==> config.mk <==
export PLATFORM = sky130hd
export DESIGN_NAME = digit_scan_ctrl
export DESIGN_NICKNAME = d
export VERILOG_FILES = /design/src/rtl/digit_scan_ctrl_pkg.sv /design/src/rtl/digit_scan_ctrl_next_pick.sv /design/src/rtl/digit_scan_ctrl.sv
export SDC_FILE = /design/constraint.sdc
export NUM_CORES = 1
export LEC_CHECK = 0
export ABC_AREA = 1
export CAP_MARGIN = 15
export CORE_ASPECT_RATIO = 1.2
export CORE_MARGIN = 2
export CORE_UTILIZATION = 57
export CTS_CLUSTER_DIAMETER = 30
export DETAILED_ROUTE_END_ITERATION = 16
export PLACE_DENSITY = 0.85
export SYNTH_ARGS = -nofsm -noshare
export SYNTH_HDL_FRONTEND = slang
export SYNTH_HIERARCHICAL = 1
export SYNTH_SLANG_ARGS = --single-unit
export TNS_END_PERCENT = 10
==> constraint.sdc <==
create_clock -name CLK -period 4 [get_ports CLK]
set_input_delay 0.8 -clock CLK [delete_from_list [all_inputs] [get_ports CLK]]
set_output_delay 0.8 -clock CLK [all_outputs]
set_load 0.01 [all_outputs]
==> src/rtl/digit_scan_ctrl_pkg.sv <==
// -----------------------------------------------------------------------------
// digit_scan_ctrl_pkg
//
// Shared definitions for the digit scan controller:
//   - scan_state_e : FSM state encoding (2 bits)
//   - DEF_DIV      : default slot length in clock cycles
//   - DEF_BLANK    : default blanking length at the start of each slot
//   - cnt_width()  : width of the in-slot cycle counter for a given slot length
// -----------------------------------------------------------------------------
package digit_scan_ctrl_pkg;

    typedef enum logic [1:0] {
        IDLE  = 2'd0,   // decoder disabled, select holds the last digit
        BLNK  = 2'd1,   // decoder disabled, select moves to the target digit
        DRIVE = 2'd2    // decoder enabled, select frozen
    } scan_state_e;

    localparam int DEF_DIV   = 8;
    localparam int DEF_BLANK = 2;

    // The counter only has to reach DIV-1; keep at least one bit.
    function automatic int cnt_width(input int div);
        return (div > 2) ? $clog2(div) : 1;
    endfunction

endpackage : digit_scan_ctrl_pkg

==> src/rtl/digit_scan_ctrl_next_pick.sv <==
// -----------------------------------------------------------------------------
// digit_next_pick
//
// Combinational rotate-priority picker over four digit enables. Starting from
// i_sel (inclusive) or from the digit after i_sel (exclusive), it searches
// upward, wrapping 3 -> 0, for the first digit whose mask bit is set.
//
// Ports:
//   i_mask  [3:0]  per-digit enable, 1 = digit participates
//   i_sel   [1:0]  reference index for the search
//   i_incl         1 = i_sel itself is a candidate, 0 = start after i_sel
//   o_idx   [1:0]  chosen digit (i_sel when nothing is set)
//   o_wrap         chosen digit is at or below the reference index
//   o_none         no digit enabled at all
// -----------------------------------------------------------------------------
module digit_next_pick (
    input  logic [3:0] i_mask,
    input  logic [1:0] i_sel,
    input  logic       i_incl,
    output logic [1:0] o_idx,
    output logic       o_wrap,
    output logic       o_none
);

    logic [1:0] w_start;
    logic [1:0] w_cand;
    logic       w_found;

    // NOTE: every variable written here gets a default before any branch, so
    // no path leaves a value held over and no latch is inferred.
    always_comb begin
        w_start = i_incl ? i_sel : i_sel + 2'd1;
        w_cand  = w_start;
        w_found = 1'b0;
        o_idx   = i_sel;
        // Offsets 0..3 from the start point cover all four digits once; the
        // 2-bit sum wraps naturally from 3 back to 0.
        for (int k = 0; k < 4; k++) begin
            w_cand = w_start + 2'(k);
            if (!w_found && i_mask[w_cand]) begin
                o_idx   = w_cand;
                w_found = 1'b1;
            end
        end
        o_none = ~|i_mask;
        o_wrap = !o_none && (o_idx <= i_sel);
    end

endmodule : digit_next_pick

==> src/rtl/digit_scan_ctrl.sv <==
// -----------------------------------------------------------------------------
// digit_scan_ctrl
//
// Scan controller in front of a 2-to-4 active-low decoder. It steps through
// the enabled digits, giving each one a slot of DIV cycles: BLANK cycles with
// the decoder disabled (G_L=1) followed by DIV-BLANK cycles with it enabled.
// The select lines {B,A} only move in the second blanking cycle, so they are
// stable for a full cycle on both sides of every G_L low window.
//
// Parameters:
//   DIV    slot length in CLK cycles (must exceed BLANK)
//   BLANK  blanking cycles at the start of each slot (at least 2)
//
// Ports:
//   CLK     clock, rising edge
//   RESET   synchronous reset, active high, overrides everything
//   EN      scan enable; low forces IDLE on the next edge
//   MASK    per-digit enable, 1 = digit participates
//   G_L     decoder enable, active low
//   A, B    decoder select LSB / MSB
//   WRAP    one-cycle pulse in the first blanking cycle of a slot whose
//           target index is not above the previously selected index
//   ACTIVE  high whenever the controller is not IDLE
// -----------------------------------------------------------------------------
module digit_scan_ctrl
    import digit_scan_ctrl_pkg::*;
#(
    parameter int DIV   = DEF_DIV,
    parameter int BLANK = DEF_BLANK
) (
    input  logic       CLK,
    input  logic       RESET,
    input  logic       EN,
    input  logic [3:0] MASK,
    output logic       G_L,
    output logic       A,
    output logic       B,
    output logic       WRAP,
    output logic       ACTIVE
);

    localparam int CNT_W = cnt_width(DIV);

    localparam logic [CNT_W-1:0] CNT_ZERO   = '0;
    localparam logic [CNT_W-1:0] CNT_ONE    = CNT_W'(1);
    localparam logic [CNT_W-1:0] BLANK_LAST = CNT_W'(BLANK - 1);
    localparam logic [CNT_W-1:0] DIV_LAST   = CNT_W'(DIV - 1);

    // -------------------------------------------------------------------------
    // State
    //   r_sel : index currently presented on {B,A}
    //   r_tgt : index the current slot belongs to; loaded into r_sel at the
    //           end of the first blanking cycle, equal to r_sel during DRIVE
    //   r_cnt : cycle position within the slot, 0 .. DIV-1
    // -------------------------------------------------------------------------
    scan_state_e      r_state;
    logic [1:0]       r_sel;
    logic [1:0]       r_tgt;
    logic [CNT_W-1:0] r_cnt;
    logic             r_g_l;
    logic             r_wrap;
    logic             r_active;

    // -------------------------------------------------------------------------
    // Next-target selection. From IDLE the search includes the held index so a
    // resumed scan restarts on the same digit; otherwise it starts after the
    // digit of the current slot.
    // -------------------------------------------------------------------------
    logic [1:0] w_pick_sel;
    logic       w_pick_incl;
    logic [1:0] w_pick_idx;
    logic       w_pick_wrap;
    logic       w_pick_none;
    logic       w_cur_masked;

    assign w_pick_incl  = (r_state == IDLE);
    assign w_pick_sel   = w_pick_incl ? r_sel : r_tgt;
    assign w_cur_masked = !MASK[r_tgt];

    digit_next_pick u_next_pick (
        .i_mask (MASK),
        .i_sel  (w_pick_sel),
        .i_incl (w_pick_incl),
        .o_idx  (w_pick_idx),
        .o_wrap (w_pick_wrap),
        .o_none (w_pick_none)
    );

    // -------------------------------------------------------------------------
    // Scan FSM with registered outputs.
    // -------------------------------------------------------------------------
    // NOTE: all state here is assigned with non-blocking assignments, so every
    // branch reads the values from before the edge regardless of statement order.
    always_ff @(posedge CLK) begin
        if (RESET) begin
            r_state  <= IDLE;
            r_sel    <= 2'd0;
            r_tgt    <= 2'd0;
            r_cnt    <= CNT_ZERO;
            r_g_l    <= 1'b1;
            r_wrap   <= 1'b0;
            r_active <= 1'b0;
        end else begin
            // WRAP is a single-cycle pulse; only slot starts raise it.
            r_wrap <= 1'b0;

            case (r_state)
                IDLE: begin
                    r_g_l <= 1'b1;
                    r_cnt <= CNT_ZERO;
                    if (EN && !w_pick_none) begin
                        r_state  <= BLNK;
                        r_tgt    <= w_pick_idx;
                        r_wrap   <= w_pick_wrap;
                        r_active <= 1'b1;
                    end
                end

                BLNK, DRIVE: begin
                    if (!EN || w_pick_none) begin
                        // Abort: decoder off at once, select held where it is.
                        r_state  <= IDLE;
                        r_g_l    <= 1'b1;
                        r_cnt    <= CNT_ZERO;
                        r_active <= 1'b0;
                    end else if (w_cur_masked) begin
                        // Current digit withdrawn: restart a full slot on the
                        // next enabled digit.
                        r_state <= BLNK;
                        r_tgt   <= w_pick_idx;
                        r_wrap  <= w_pick_wrap;
                        r_g_l   <= 1'b1;
                        r_cnt   <= CNT_ZERO;
                    end else if (r_state == BLNK) begin
                        // Move the select only after one full disabled cycle.
                        if (r_cnt == CNT_ZERO) begin
                            r_sel <= r_tgt;
                        end
                        if (r_cnt == BLANK_LAST) begin
                            r_state <= DRIVE;
                            r_g_l   <= 1'b0;
                        end
                        r_cnt <= r_cnt + CNT_ONE;
                    end else begin
                        if (r_cnt == DIV_LAST) begin
                            r_state <= BLNK;
                            r_tgt   <= w_pick_idx;
                            r_wrap  <= w_pick_wrap;
                            r_g_l   <= 1'b1;
                            r_cnt   <= CNT_ZERO;
                        end else begin
                            r_cnt <= r_cnt + CNT_ONE;
                        end
                    end
                end

                default: begin
                    r_state  <= IDLE;
                    r_g_l    <= 1'b1;
                    r_cnt    <= CNT_ZERO;
                    r_active <= 1'b0;
                end
            endcase
        end
    end

    assign G_L    = r_g_l;
    assign A      = r_sel[0];
    assign B      = r_sel[1];
    assign WRAP   = r_wrap;
    assign ACTIVE = r_active;

endmodule : digit_scan_ctrl
Word-level counts from Yosys, hierarchy flattened
Index checks and enable logic that the tools add are counted.

Output and inout bits: 5. Logic and storage cells: 102. Register bits: 12.

Multiplexer cells: 46. Add/subtract/negate cells: 5. Magnitude comparators: 6. Equal/unequal tests: 12. Bitwise gates (word level): 3. Reduce and logical (&&, ||, !) cells: 23.

Operators by type and width (number): $mux 2 (17); $mux 1 (18); $lt 2x3->1 const B (5); $bmux 1 s2 (5); $ne 5x5->1 const B (2); $reduce_and 5->1 (2); $pmux 2 s2 (2); $reduce_or 4->1 (2); $mux 3 (2); $ne 2x2->1 const B (3); $ne 3x3->1 const B (2); $logic_and 1x1->1 (5); $logic_not 1->1 (5); $add 2x1->2 const B (2); $add 2x2->2 const B (2); $pmux 1 s2 (2); $reduce_and 2->1 (2); $reduce_bool 2->1 (2); $add 3x1->3 const B (1); $eq 3x1->1 const B (1); $eq 3x3->1 const B (1); $logic_not 3->1 (1); $not 1->1 (3); $reduce_and 3->1 (1); other kinds (7) (7).

Longest topological paths before layout
Word-level depth: 23. Depth in mapped cells: 25. Mapped depth without buffers: 24.

By module
The synthesis kept the hierarchy.

By module, submodules not included: digit_scan_ctrl (times used 1, area an instance 790.8 um2, cells each 114, sequential area each 240.2 um2); digit_next_pick (times used 1, area an instance 559.3 um2, cells each 111, sequential area each 0.0 um2).

Worst setup path after synthesis
Ideal clock, no wire load.

Path kind: reg2reg. Start: register r_state[0]. End: register r_wrap, in the netlist WRAP. Arrival time: 3.394 ns. Setup time: 0.078 ns. Clock period less this slack: 3.472 ns. Buffers on the path: 1. Cell stages (with the launch flop): 24. Slack: 0.528 ns. Cells stage by stage: dfxtp_1 inv_1 ha_1 buf_2 o21ai_0 nand2_2 nand2_4 nand2_2 nand2_1 nand2_1 nand2_2 nand2_2 nor2_4 nor2_1 nand2_1 nand2_1 ha_1 inv_1 nor2_1 o21ai_0 nand2b_1 inv_1 nand4_1 nor3_1.

Cells in the longest elaborated chain, start to end: 23. Elaborated cells on any way between the ends: 39. Those cells by class: 4 x add/sub; 1 x order compare; 2 x eq/ne; 23 x mux; 9 x reduce/logical.

Ends and longest elaborated chain: from (decl) (RTL line digit_scan_ctrl.sv:56) `scan_state_e r_state;`; from (signal assigned) (RTL line digit_scan_ctrl.sv:96) `r_state <= IDLE;`; from (signal assigned) (RTL line digit_scan_ctrl.sv:112) `r_state <= BLNK;`; from (signal assigned) (RTL line digit_scan_ctrl.sv:122) `r_state <= IDLE;`; $logic_not 2->1 (*) (RTL line digit_scan_ctrl.sv:76) `assign w_pick_incl = (r_state == IDLE);`; net w_pick_incl (RTL line digit_scan_ctrl.sv:70) `logic w_pick_incl;`; $mux 2 (*) (RTL line digit_scan_ctrl.sv:77) `assign w_pick_sel = w_pick_incl ? r_sel : r_tgt;`; net w_pick_sel[0] (RTL line digit_scan_ctrl.sv:69) `logic [1:0] w_pick_sel;`; $add 2x1->2 (RTL line digit_scan_ctrl_next_pick.sv:32) `w_start = i_incl ? i_sel : i_sel + 2'd1;`; $mux 2 (*) (RTL line digit_scan_ctrl_next_pick.sv:32); branches (longest 11 deep; another with $add 2x1->2); $mux 2 (*) (RTL line digit_scan_ctrl_next_pick.sv:40) `if (!w_found && i_mask[w_cand]) begin`; net w_pick_idx[1] (RTL line digit_scan_ctrl.sv:71) `logic [1:0] w_pick_idx;`; $le 2x2->1 (*) (RTL line digit_scan_ctrl_next_pick.sv:46) `o_wrap = !o_none && (o_idx <= i_sel);`; $logic_and 1x1->1 (*) (RTL line digit_scan_ctrl_next_pick.sv:46); net w_pick_wrap (RTL line digit_scan_ctrl.sv:72) `logic w_pick_wrap;`; $mux 1 (RTL line digit_scan_ctrl.sv:145) `if (r_cnt == DIV_LAST) begin`; $mux 1 (RTL line digit_scan_ctrl.sv:134) `end else if (r_state == BLNK) begin`; $mux 1 (RTL line digit_scan_ctrl.sv:126) `end else if (w_cur_masked) begin`; $mux 1 (RTL line digit_scan_ctrl.sv:120) `if (!EN || w_pick_none) begin`; $pmux 1 s2 (*) (RTL line digit_scan_ctrl.sv:107) `case (r_state)`; to (signal assigned) (RTL line digit_scan_ctrl.sv:114) `r_wrap <= w_pick_wrap;`; to (signal assigned) (RTL line digit_scan_ctrl.sv:131) `r_wrap <= w_pick_wrap;`; to (signal assigned) (RTL line digit_scan_ctrl.sv:148) `r_wrap <= w_pick_wrap;`; to (decl) (RTL line digit_scan_ctrl.sv:61) `logic r_wrap;`.

Mark *: on every way through the listed nets, which the timed path passes. The select of a mux whose other input is x is not followed. A chain may end at the register's enable or synchronous reset.

Worst setup path after layout
Start: register r_state[0]. End: register r_wrap, in the netlist WRAP.

Cells in the longest elaborated chain, start to end: 23. Elaborated cells on any way between the ends: 39. Those cells by class: 4 x add/sub; 1 x order compare; 2 x eq/ne; 23 x mux; 9 x reduce/logical.

Ends and longest elaborated chain (RTL line): $logic_not 2->1 (*) (digit_scan_ctrl.sv:76); net w_pick_incl (digit_scan_ctrl.sv:70); $mux 2 (*) (digit_scan_ctrl.sv:77); net w_pick_sel[1] (digit_scan_ctrl.sv:69); branches (longest 13 deep; another with $add 2x1->2); $mux 2 (*) (digit_scan_ctrl_next_pick.sv:40); net w_pick_idx[1] (digit_scan_ctrl.sv:71); $le 2x2->1 (*) (digit_scan_ctrl_next_pick.sv:46); $logic_and 1x1->1 (*) (digit_scan_ctrl_next_pick.sv:46); net w_pick_wrap (digit_scan_ctrl.sv:72); $mux 1 (digit_scan_ctrl.sv:145); $mux 1 (digit_scan_ctrl.sv:134); $mux 1 (digit_scan_ctrl.sv:126); $mux 1 (digit_scan_ctrl.sv:120); $pmux 1 s2 (*) (digit_scan_ctrl.sv:107).

Marked as above.

==> run summary <==
status = completed
vias in the first global route = 1303
routability cong. = 0.977
initial DRC count = 22
synthesized net count = 241
crit path DAT = 3.62 ns
total die area = 2780 um2
Ant. Diodes = 0
Synth Area in Simple Gates = 56.3%
Max FO, Critical Path = 12
max cap viols = 0
total of warnings raised by yosys = 6
Crit Reg-Reg Startpoint = r_state[0]$_SDFFE_PP0P_
xor and xnor area share after synthesis = 0%
core footprint = 2260 um2
CTS clk-pin slew, worst paths = 0.07 ns
Final Slew Violations = 0
WP data required = 4.21 ns
mapped cell area = 1350 um2
largest net degree at the start of global routing = 13
TritonCTS buffer count = 3
Rows = 19
Post-Place Worst Slack = 0.462 ns
final cell count without fillers = 271
Hold Slack = 0.487 ns
DRC viols = 0
Period minus WS final = 3.41 ns
IO buf count = 11
worst ir drop on vdd = 0.370 mV
gr usage total = 24.0%
largest family of logic cells by synthesized area = simple AND/OR/NAND/NOR gates
mux contribution to synthesized area = 0%
clk_skew = 0.0112 ns
initial antenna violation count = 0
first-pass GRT wire length = 5320 um
clk buf depth = 2
total iterations of the first detailed-routing run = 5
Power Dens Cells = 475 nW/um2
library cells used by synthesis = 26
Hold WC Path Type = flop to flop
type of the worst setup path = flop to flop
Slew HR = 46.3%
number of synthesized register bits = 12
Setup violations, final = 0
Syn Inst Count = 225
# IOs = 12
startpoint types = flop
area delta synth->final = 13.9%
Reg2Reg Depth = 23
endpoints failing hold = 0
dpl cells = 267
Leak = 0.774 nW
Reg-to-Reg End = WRAP$_SDFF_PP0_
WL/cell = 11.3 um
H-tree depth = 1
CTS tree = built
CTS root buf = clkbuf_4
Die X-Extent = 48.4 um
clk_lat worst skew = 0.29 ns
Seq/Total Area, Yosys = 17.8%
RSZ-0062 raised after global routing = no
Via Count = 1428
layout cell share with drive strength beyond 1 = 16.3%
wirelength, routed = 3060 um
clk sinks = 12
DP HPWL = 2400 um
Starting Density = 59.8%
Critical Path Sink Type = flop
Hold Crit Depth = 2
Avg Inst Size Synth = 6.00 um2
TNS Setup = 0 ns
reg2reg setup slack = 0.59 ns
grt ovf = 0
setup ws final = 0.588 ns
FMAX = 0.293 GHz
Hold Path End = G_L$_SDFFE_PP1P_
design area = 1540 um2
placed cell area = 1500 um2
die height = 57.3 um
Slew @ Worst Pin = 0.799 ns
Adder-Cell Fraction of Synth Area = 8.34%
HP Start = G_L$_SDFFE_PP1P_
Compound-Gate Fraction of Synth Area = 7.51%
Vias per Instance = 5.27
Final Cycle Share = 85.3%
Post-DRT Antenna Nets = 0
FILL cells = 205
Final nets = 257
==> cells in the mapped netlist, drive strengths merged <==
cell	instances	area, um2
nand2	78	363
nand3	36	210
inv	34	128
nor2	25	114
dfxtp	12	240
ha	9	113
a21oi	8	40.0
o21ai	7	35.0
nor3	5	35.0
nand4	3	18.8
a21boi	1	7.51
buf	1	5.00
clkinv	1	3.75
nand2b	1	6.26
nor4	1	6.26
o21bai	1	7.51
o221a	1	11.3
or2	1	6.26
==> critical path: stages, from the launching register on <==
cell and delay [ns]:
dfxtp_1 0.36, inv_1 0.08, ha_1 0.22, buf_4 0.19, o21ai_0 0.45, inv_1 0.20
nand3_1 0.13, nand2_1 0.12, nand3_1 0.14, nand2_2 0.11, inv_1 0.09, nand3_2 0.08
nor2_4 0.12, nor2_1 0.06, nand2_1 0.05, nand2_1 0.06, ha_1 0.28, inv_1 0.06
nor2_1 0.03, o21ai_0 0.14, nand2b_1 0.07, inv_1 0.05, nand4_1 0.08, nor3_1 0.16
==> cell usage in the layout (no fill, tap or decap), types with 2 or more instances in the layout <==
cell type / count
nand3_1: 30
o21ai_1: 4
nand2_4: 5
nor2_2: 2
inv_1: 31
nand3_2: 6
clkdlybuf4s50_1: 11
clkbuf_4: 3
a21oi_1: 8
nor3_2: 2
nand2_1: 60
nand4_1: 3
nor2_1: 21
nor3_1: 3
nand2_2: 13
ha_1: 9
inv_2: 3
nor2_4: 2
o21ai_0: 3
dfxtp_1: 12
==> metrics by stage <==
stage / total power (W) / util, %
2_1_floorplan: 0.000530 / -
3_3_place_gp: 0.000623 / 66.5
3_5_place_dp: 0.000626 / 66.5
4_1_cts: 0.000728 / 68.1
5_1_grt: 0.000812 / 68.1
6_report: 0.000731 / 68.1
==> how the worst max path moves through the flow <==
| stage | startpoint | end | depth (start not counted) |
|---|---|---|---|
| after floorplan | r_state[0]$_SDFFE_PP0P_ | WRAP$_SDFF_PP0_ | 23 |
| after global placement | r_state[0]$_SDFFE_PP0P_ | WRAP$_SDFF_PP0_ | 22 |
| after detailed placement | r_state[0]$_SDFFE_PP0P_ | WRAP$_SDFF_PP0_ | 22 |
| after CTS | r_state[0]$_SDFFE_PP0P_ | WRAP$_SDFF_PP0_ | 22 |
| after global routing | r_state[0]$_SDFFE_PP0P_ | WRAP$_SDFF_PP0_ | 23 |
| final | r_state[0]$_SDFFE_PP0P_ | WRAP$_SDFF_PP0_ | 23 |
==> cell type report <==
type / count / area (um2) / share of cell area (%)
timing repair buffer: 12 / 118 / 7.65
tap: 31 / 38.8 / 2.52
sequential: 12 / 240 / 15.6
clock buffer: 4 / 36.3 / 2.36
multi-input combinational: 177 / 973 / 63.3
inverter: 35 / 131 / 8.54
==> registers in the layout, indices dropped and copies added, names as in the netlist <==
signal   count
r_cnt        3
r_sel        2
r_state      2
r_tgt        2
ACTIVE       1
G_L          1
WRAP         1
==> cell families (layout without fill, tap and decap cells) <==
group           count (synthesis)  after routing
compound gates                 18             18
fa+ha+maj                       9              9
buf+inv                        36             51
flops                          12             12
simple gates                  150            150
==> report_power, final <==
group | total [W] | switching [W] | internal (W) | leakage, nW
logic | 0.000484 | 0.000315 | 0.000168 | 0.655
registers | 0.000148 | 0.0000131 | 0.000135 | 0.0978
clock network | 0.0000991 | 0.0000436 | 0.0000555 | 0.0210
==> what timing repair did <==
item	4_1_cts	5_1_grt
buffers inserted	0	0
resized for setup	0	1
setup endpoints to repair	0	1
hold buffers	0	0
==> metal layers <==
metal | global-route usage [%] | vias up | part of all wire [%]
met5 | 0 | - | 0
met4 | 9.39 | 0 | 2.0
met3 | 4.19 | 8 | 4.1
met2 | 44.0 | 37 | 50
met1 | 27.8 | 636 | 44
li1 | - | 747 | -
No activity file was read; power rests on OpenSTA's default activity.
